[src/rtl/ex_stage.sv]
// Execute stage: operand forwarding, single-cycle ALU, 32-iteration multiply/divide
// with an upstream stall, and the registered CMP flag register.
module ex_stage #(
  parameter int WIDTH = 32,
  parameter int ITER  = 32
) (
  input  logic             clk,
  input  logic             rst,
  input  logic             flush,
  input  logic [4:0]       opcode,
  input  logic             cmp,
  input  logic [WIDTH-1:0] rd1,
  input  logic [WIDTH-1:0] rd2,
  input  logic [WIDTH-1:0] imm,
  input  logic             use_imm,
  input  logic [3:0]       ex_rs1,
  input  logic [3:0]       ex_rs2,
  input  logic             mem_fwd_en,
  input  logic [3:0]       mem_fwd_dst,
  input  logic [WIDTH-1:0] mem_fwd_data,
  input  logic             wb_fwd_en,
  input  logic [3:0]       wb_fwd_dst,
  input  logic [WIDTH-1:0] wb_fwd_data,
  output logic [WIDTH-1:0] result,
  output logic [WIDTH-1:0] fwd_b,
  output logic             ex_valid,
  output logic             ex_stall,
  output logic [3:0]       flags
);

  localparam int CW = $clog2(ITER) + 1;

  typedef enum logic [1:0] {IDLE, BUSY, DONE} state_t;

  state_t           state;
  logic [CW-1:0]    cnt;
  logic [WIDTH-1:0] a_reg;
  logic [WIDTH-1:0] b_reg;
  logic [WIDTH-1:0] acc;
  logic [WIDTH-1:0] cmp_a;
  logic [WIDTH-1:0] cmp_b;
  logic [1:0]       md_op;

  logic [WIDTH-1:0] fwd_a;
  logic [WIDTH-1:0] op_a;
  logic [WIDTH-1:0] op_b;
  logic [WIDTH-1:0] alu;
  logic [WIDTH-1:0] md_res;
  logic             is_md;
  logic [WIDTH-1:0] flag_a;
  logic [WIDTH-1:0] flag_b;
  logic [WIDTH-1:0] fdiff;
  logic [3:0]       new_flags;
  logic [WIDTH+1:0] rem_shift;
  logic [WIDTH+1:0] trial;

  // MEM has priority over WB; register 0 is not special.
  always_comb begin
    fwd_a = rd1;
    if (mem_fwd_en && mem_fwd_dst == ex_rs1)
      fwd_a = mem_fwd_data;
    else if (wb_fwd_en && wb_fwd_dst == ex_rs1)
      fwd_a = wb_fwd_data;
    fwd_b = rd2;
    if (mem_fwd_en && mem_fwd_dst == ex_rs2)
      fwd_b = mem_fwd_data;
    else if (wb_fwd_en && wb_fwd_dst == ex_rs2)
      fwd_b = wb_fwd_data;
  end

  assign op_a  = fwd_a;
  assign op_b  = use_imm ? imm : fwd_b;
  assign is_md = (opcode == 5'h09) || (opcode == 5'h0A) || (opcode == 5'h0B);

  always_comb begin
    case (opcode)
      5'h00:   alu = '0;
      5'h01:   alu = op_a + op_b;
      5'h02:   alu = op_a - op_b;
      5'h03:   alu = op_a & op_b;
      5'h04:   alu = op_a | op_b;
      5'h05:   alu = op_a ^ op_b;
      5'h06:   alu = op_a << op_b[4:0];
      5'h07:   alu = op_a >> op_b[4:0];
      5'h08:   alu = WIDTH'($signed(op_a) >>> op_b[4:0]);
      default: alu = op_b;
    endcase
  end

  // Restoring divide step: a_reg shifts the dividend out and the quotient in, acc is the remainder.
  assign rem_shift = {1'b0, acc, a_reg[WIDTH-1]};
  assign trial     = rem_shift - {2'b00, b_reg};

  assign md_res = (md_op == 2'b10) ? a_reg : acc;

  // A multi-cycle op compares its captured operands, since the live forwarding paths have moved on.
  assign flag_a    = (state == DONE) ? cmp_a : op_a;
  assign flag_b    = (state == DONE) ? cmp_b : op_b;
  assign fdiff     = flag_a - flag_b;
  assign new_flags = {fdiff == '0, fdiff[WIDTH-1], flag_a >= flag_b,
                      (flag_a[WIDTH-1] ^ flag_b[WIDTH-1]) & (fdiff[WIDTH-1] ^ flag_a[WIDTH-1])};

  always_comb begin
    result   = '0;
    ex_valid = 1'b0;
    ex_stall = 1'b0;
    if (!rst) begin
      case (state)
        IDLE: begin
          if (is_md && !flush) begin
            ex_stall = 1'b1;
          end else begin
            ex_valid = !flush;
            result   = alu;
          end
        end
        BUSY: ex_stall = 1'b1;
        DONE: begin
          ex_valid = !flush;
          result   = md_res;
        end
        default: ;
      endcase
    end
  end

  always_ff @(posedge clk or posedge rst) begin
    if (rst) begin
      state <= IDLE;
      cnt   <= '0;
      a_reg <= '0;
      b_reg <= '0;
      acc   <= '0;
      cmp_a <= '0;
      cmp_b <= '0;
      md_op <= '0;
      flags <= '0;
    end else begin
      if (cmp && ex_valid)
        flags <= new_flags;
      case (state)
        IDLE: begin
          if (is_md && !flush) begin
            a_reg <= op_a;
            b_reg <= op_b;
            cmp_a <= op_a;
            cmp_b <= op_b;
            acc   <= '0;
            cnt   <= '0;
            md_op <= opcode[1:0];
            state <= BUSY;
          end
        end
        BUSY: begin
          if (flush) begin
            state <= IDLE;
          end else begin
            if (md_op == 2'b01) begin
              acc   <= acc + (b_reg[0] ? a_reg : '0);
              a_reg <= a_reg << 1;
              b_reg <= b_reg >> 1;
            end else begin
              acc   <= trial[WIDTH+1] ? rem_shift[WIDTH-1:0] : trial[WIDTH-1:0];
              a_reg <= {a_reg[WIDTH-2:0], ~trial[WIDTH+1]};
            end
            cnt <= cnt + CW'(1);
            if (cnt == CW'(ITER - 1))
              state <= DONE;
          end
        end
        DONE: state <= IDLE;
        default: state <= IDLE;
      endcase
    end
  end

endmodule

[config.mk]
export PLATFORM = sky130hd
export DESIGN_NAME = ex_stage
export DESIGN_NICKNAME = d
export VERILOG_FILES = /design/src/rtl/ex_stage.sv
export SDC_FILE = /design/constraint.sdc
export NUM_CORES = 1
export LEC_CHECK = 0
export ABC_AREA = 1
export BUFFER_PORTS_ARGS = -buffer_cell sky130_fd_sc_hd__buf_2
export CAP_MARGIN = 20
export CORE_UTILIZATION = 30
export CTS_CLUSTER_SIZE = 10
export DETAILED_ROUTE_END_ITERATION = 6
export GPL_TIMING_DRIVEN = 0
export PLACE_DENSITY_LB_ADDON = 0.2
export SYNTH_ARGS = -nofsm -noshare
export SYNTH_HDL_FRONTEND = slang
export SYNTH_SLANG_ARGS = --single-unit
export TNS_END_PERCENT = 20
[constraint.sdc]
create_clock -name clk -period 14.37 [get_ports clk]
set_input_delay 1.437 -clock clk [delete_from_list [all_inputs] [get_ports clk]]
set_output_delay 1.437 -clock clk [all_outputs]
set_load 0.01 [all_outputs]
Word-level counts from Yosys, hierarchy flattened
Cells that the tools add are included.
Widths: inputs -> output; s select.
{"block": "word_totals", "regBits": 174, "output_inout_bits": 70, "wordCells": 106, "mem_bits_rw": 0, "latch_bits": 0, "n_memories": 0, "romBits": 0}
{"block": "op_classes", "n_addsub": 6, "shifts": 3, "eq_ne": 24, "div_mod_pow": 0, "mul": 0, "bitwise_logic": 7, "reduce_logical": 17, "magnitude_cmp": 1, "muxes": 39}
{"operator": "$mux 32", "n": 20}
{"operator": "$pmux 32 s9", "n": 1}
{"operator": "$pmux 32 s2", "n": 4}
{"operator": "$add 32x32->32", "n": 2}
{"operator": "$sub 32x32->32", "n": 2}
{"operator": "$sub 33x32->34", "n": 1}
{"operator": "$and 32x32->32", "n": 1}
{"operator": "$ge 32x32->1", "n": 1}
{"operator": "$logic_not 32->1", "n": 1}
{"operator": "$or 32x32->32", "n": 1}
{"operator": "$shl 32x5->32", "n": 1}
{"operator": "$shr 32x5->32", "n": 1}
{"operator": "$sshr 32x5->32", "n": 1}
{"operator": "$xor 32x32->32", "n": 1}
{"operator": "$eq 5x3->1 const B", "n": 4}
{"operator": "$eq 5x4->1 const B", "n": 4}
{"operator": "$eq 4x4->1", "n": 4}
{"operator": "$mux 6", "n": 2}
{"operator": "$pmux 6 s2", "n": 1}
{"operator": "$eq 5x2->1 const B", "n": 2}
{"operator": "$add 6x1->6 const B", "n": 1}
{"operator": "$eq 6x5->1 const B", "n": 1}
{"operator": "$logic_and 1x1->1", "n": 6}
{"operator": "$mux 2", "n": 3}
{"operator": "other kinds (19)", "n": 31}

Logic depth before layout (Yosys ltp)
{"block": "depth", "depth_word": 10, "mapped_depth": 38}

Worst setup path before layout
Ideal clock, no wire load.
{"block": "synth_path", "path_kind": "input-to-output", "from": "input mem_fwd_dst[3]", "to": "output result[29]", "stages": 33, "setup_slack_ns": 7.760, "path_buffers": 2, "arrival_ns": 5.173, "required_ns": 12.933, "cell_sequence": "inv_1 nand2_1 o21ai_1 nor2_1 nand3b_2 clkinv_2 nand2_1 nand3_1 nand2_2 buf_2 buf_2 ha_1 nand2_1 nor2_1 nand2_1 inv_2 nand2_1 o21ai_0 xor2_1 ha_1 a21oi_1 o21ai_0 a21oi_1 nand3_1 nand2_1 nand2_1 a21oi_1 o21ai_0 a21oi_1 o21ai_0 nand3_1 nand2_1 a21oi_1"}
{"block": "synth_between", "elab_chain_cells": 9, "word_cells_on_any_way": 19, "cone_classes": "2 x add/sub; 2 x eq/ne; 3 x shift; 7 x mux; 3 x bitwise; 2 x reduce/logical"}
{"item": "start, declared", "line_no": "19", "rtl": "input logic [3:0] mem_fwd_dst,"}
{"item": "$eq 4x4->1", "line_no": "65", "rtl": "if (mem_fwd_en && mem_fwd_dst == ex_rs2)"}
{"item": "$logic_and 1x1->1", "line_no": "65"}
{"item": "$mux 32", "line_no": "65"}
{"item": "$mux 32", "line_no": "72", "rtl": "assign op_b = use_imm ? imm : fwd_b;"}
{"item": "$sub 32x32->32 (tied with other cells)", "line_no": "79", "rtl": "5'h02: alu = op_a - op_b;"}
{"item": "$pmux 32 s9 *", "line_no": "76", "rtl": "case (opcode)"}
{"item": "$mux 32 *", "line_no": "110", "rtl": "if (is_md && !flush) begin"}
{"item": "$pmux 32 s2 *", "line_no": "108", "rtl": "case (state)"}
{"item": "$mux 32 *", "line_no": "107", "rtl": "if (!rst) begin"}
{"item": "end, declared", "line_no": "24", "rtl": "output logic [WIDTH-1:0] result,"}
Every way passes the cells marked *; elsewhere a longest branch is shown, timed or not.

Worst setup path after layout
{"block": "layout_path", "from": "input mem_fwd_dst[3]", "to": "output result[21]"}
Same word-level chain as after synthesis.

==> metrics.cfg <==
[clock_network]
htree_levels = 4
cts.sinks = 174
cts_setup_buffers = 0
cts-root-buf = clkbuf_16
post_cts_resized = 0
clk_latency_ns = 0.49
cts-hold-fix-buffers = 0
path_clk_slew_ns = 0.07
clockBufferDepth = 2
cts_buffers = 17
cts_tree = built

[worst_setup_path]
endpoint_kind = output port
crit_buf_inv = 9
crit_required_ns = 12.93
cp_top_family = simple AND/OR/NAND/NOR gates
slowest_stage = buf_2
critPathKind = in -> out
max_stage_delay_ns = 0.42
cpMostUsedCell = nand2_1
startpoint_type = input port
reg2reg_from = state[0]
cp_max_fo = 11
critPathArrivalTime_ns = 8.00
crit_start = mem_fwd_dst[3]

[power]
seqPwrFrac = 0.202
leakagePower_nw = 14.44
power_switching_mw = 2.055
ir_drop_mv = 0.08338
p_sw_frac = 0.5578
power_density_mw_per_mm2 = 129.1
clkPwrFrac = 0.130
intPower_mw = 1.629
p_comb_frac = 0.668

[synth]
netlist_area_mm2 = 0.02525
yosysSeqAreaShare = 0.1725
synthFlopType = dfrtp_1
synth_area_leader_cell = dfrtp_1
ys_seq_elements = 174
yosysTopAreaCellShare = 0.1725
ys_types = 60
synth_area_leaders = dfrtp_1 (17%), nand2_1 (16%), o21ai_0 (9.8%)
synth_nets = 4648
synth-edff-count = 0
yosysWarnings = 0
postSynthCellCount = 4262
synth.avg_cell_area_um2 = 5.924
synthArstFlopShare = 1.000

[sta]
drv_slew = 0
fin_skew_ns = 0.01627
setup_tns_ns = 0
fin_crit_sh = 0.6567
final.min_clock_period_ns = 9.437
finalSetupViolCount = 0
hold_viol_final = 0
fmax_ghz = 0.1060
relSlewSlack = 0.1804
max_slew.worst_pin.slew_ns = 1.225
rsz0062_at_grt = no
whs_ns = 0.4781

[die]
die_height_um = 292.1
initial_utilization = 0.3027
fp-row-count = 106
die_x_um = 292.1
die_area_mm2 = 0.08533
ios = 258
core-area_mm2 = 0.08342

[global_route]
grt_pass1_vias = 30495
antenna_found_initial = 2
grtUsageTotal = 0.3222
grt_max_degree = 93
grt_pass1_wl_mm = 202.9
grt_overflow = 0

[hold_path]
worstHoldStart = flags[3]
hold_class = reg -> reg

[final_layout]
drive_above_1_share = 0.1078
syn_to_final_growth_pct = 13.06
fill_cells = 9532
post-route-util = 0.3422
layout.nets = 4929

[place]
place_hpwl_mm = 117.2
routabilityCongestion = 1.050
numPortBuffers = 256

[routing]
num_vias = 31897
routed_wl_mm = 141.0
vias_per_cell = 5.659
drc_errors = 0
firstDrtPassIters = 6
routedWlPerCell_um = 25.01
drt-initial-drc-count = 3705
ant_nets = 0

[flow_run]
max-cap-violations = 0

[run_status]
status = finished clean

-- per-layer routing --
| metal | wire [um] | global-route usage | vias up | share of wire |
|---|---|---|---|---|
| li1 | - | - | 14893 | - |
| met4 | 9934 | 0.2005 | 0 | 0.070 |
| met5 | 0 | 0 | - | 0 |
| met2 | 62080 | 0.5146 | 1675 | 0.44 |
| met3 | 11050 | 0.04202 | 376 | 0.078 |
| met1 | 57900 | 0.4106 | 14953 | 0.41 |
-- worst reg2reg max path: cells and delay by family, from the launching register on --
family | cells | cell delay [ns]
buffers and inverters | 4 | 1.51
AOI/OAI and AO/OA | 3 | 0.76
adders and majority gates | 2 | 0.63
and+or+nand+nor | 12 | 1.93
xor gates and xnor gates | 1 | 0.18
DFF | 1 | 0.42
-- power groups by stage --
stage	logic [mW]	registers [mW]	clock network, mW
4_1_cts	2.40	0.741	0.483
5_1_grt	2.69	0.761	0.501
6_report	2.46	0.746	0.479
3_5_place_dp	2.39	0.750	0
3_3_place_gp	2.39	0.749	0
2_1_floorplan	1.62	0.713	0
-- synth_stat cells, types with 20 or more instances --
master / number
ha_1: 194
nand2_1: 1098
nor3_1: 32
inv_1: 476
nand4_1: 75
buf_1: 22
o21ai_1: 40
or2_2: 20
and2_1: 29
xor2_1: 74
buf_2: 52
nand2_2: 23
o21ai_0: 496
a21oi_1: 327
dfrtp_1: 174
clkbuf_1: 113
o22ai_1: 39
o211ai_1: 42
a31oi_1: 24
nor2_1: 256
nand3_1: 413
a21oi_2: 23
-- logic make-up (layout without fill, tap and decap cells) --
kind of cell	Yosys count	count (layout)	synth area share
AND/OR/NAND/NOR	2013	2013	0.3474
AO/OA/AOI/OAI	1085	1085	0.2376
buffers and inverters	698	992	0.1106
adder cells (fa/ha/maj)	198	198	0.09931
flip-flops	174	174	0.1725
XOR/XNOR	93	93	0.03226
multiplexers	1	1	0.0003965
other	0	1	0
-- stage by stage --
stage	power [mW]	setup slack (ns)	instance area, um^2	cells
floorplan	2.330	7.760	25250	4262
global placement	3.143	4.944	27880	5598
detailed placement	3.136	5.292	27970	5604
CTS	3.626	5.276	28540	5636
global route	3.953	4.717	28540	5636
finish	3.685	4.933	28550	5637
-- final timing paths --
kind                            slack, ns  depth (start not counted)         end
worst max-delay path                 4.93                         37  result[21]
worst min-delay path                 0.48                          2    flags[3]
worst max register to register       8.90                         22    flags[3]
worst min register to register       0.48                          2    flags[3]
max in group asynchronous           11.81                          4   cmp_a[13]
min in group asynchronous            1.67                          3   a_reg[30]
-- placed cells by master (no fill, tap or decap), types with 24 or more instances in the layout --
master	n
nor3_1	32
nand3_1	413
o21ai_1	40
nand4_1	75
nor2_1	255
a21oi_1	327
xor2_1	74
a31oi_1	24
ha_1	194
o21ai_0	496
buf_2	308
dfrtp_1	174
inv_1	475
clkbuf_1	113
nand2_1	1098
o22ai_1	39
o211ai_1	42
and2_1	29
-- area by class of cell --
cell class / instances / area, um^2 / area share
flip-flops and latches: 174 / 4354 / 0.1525
plain buffers: 206 / 943.4 / 0.03305
clock inverters: 14 / 137.6 / 0.004821
diodes: 1 / 2.502 / 0.00008766
multi-input cells: 3390 / 18100 / 0.6342
repair buffers: 262 / 1358 / 0.04756
clock buffers: 18 / 439.2 / 0.01538
inverters: 492 / 1856 / 0.06500
well taps: 1080 / 1351 / 0.04734
No activity file was read; power rests on OpenSTA's default activity.
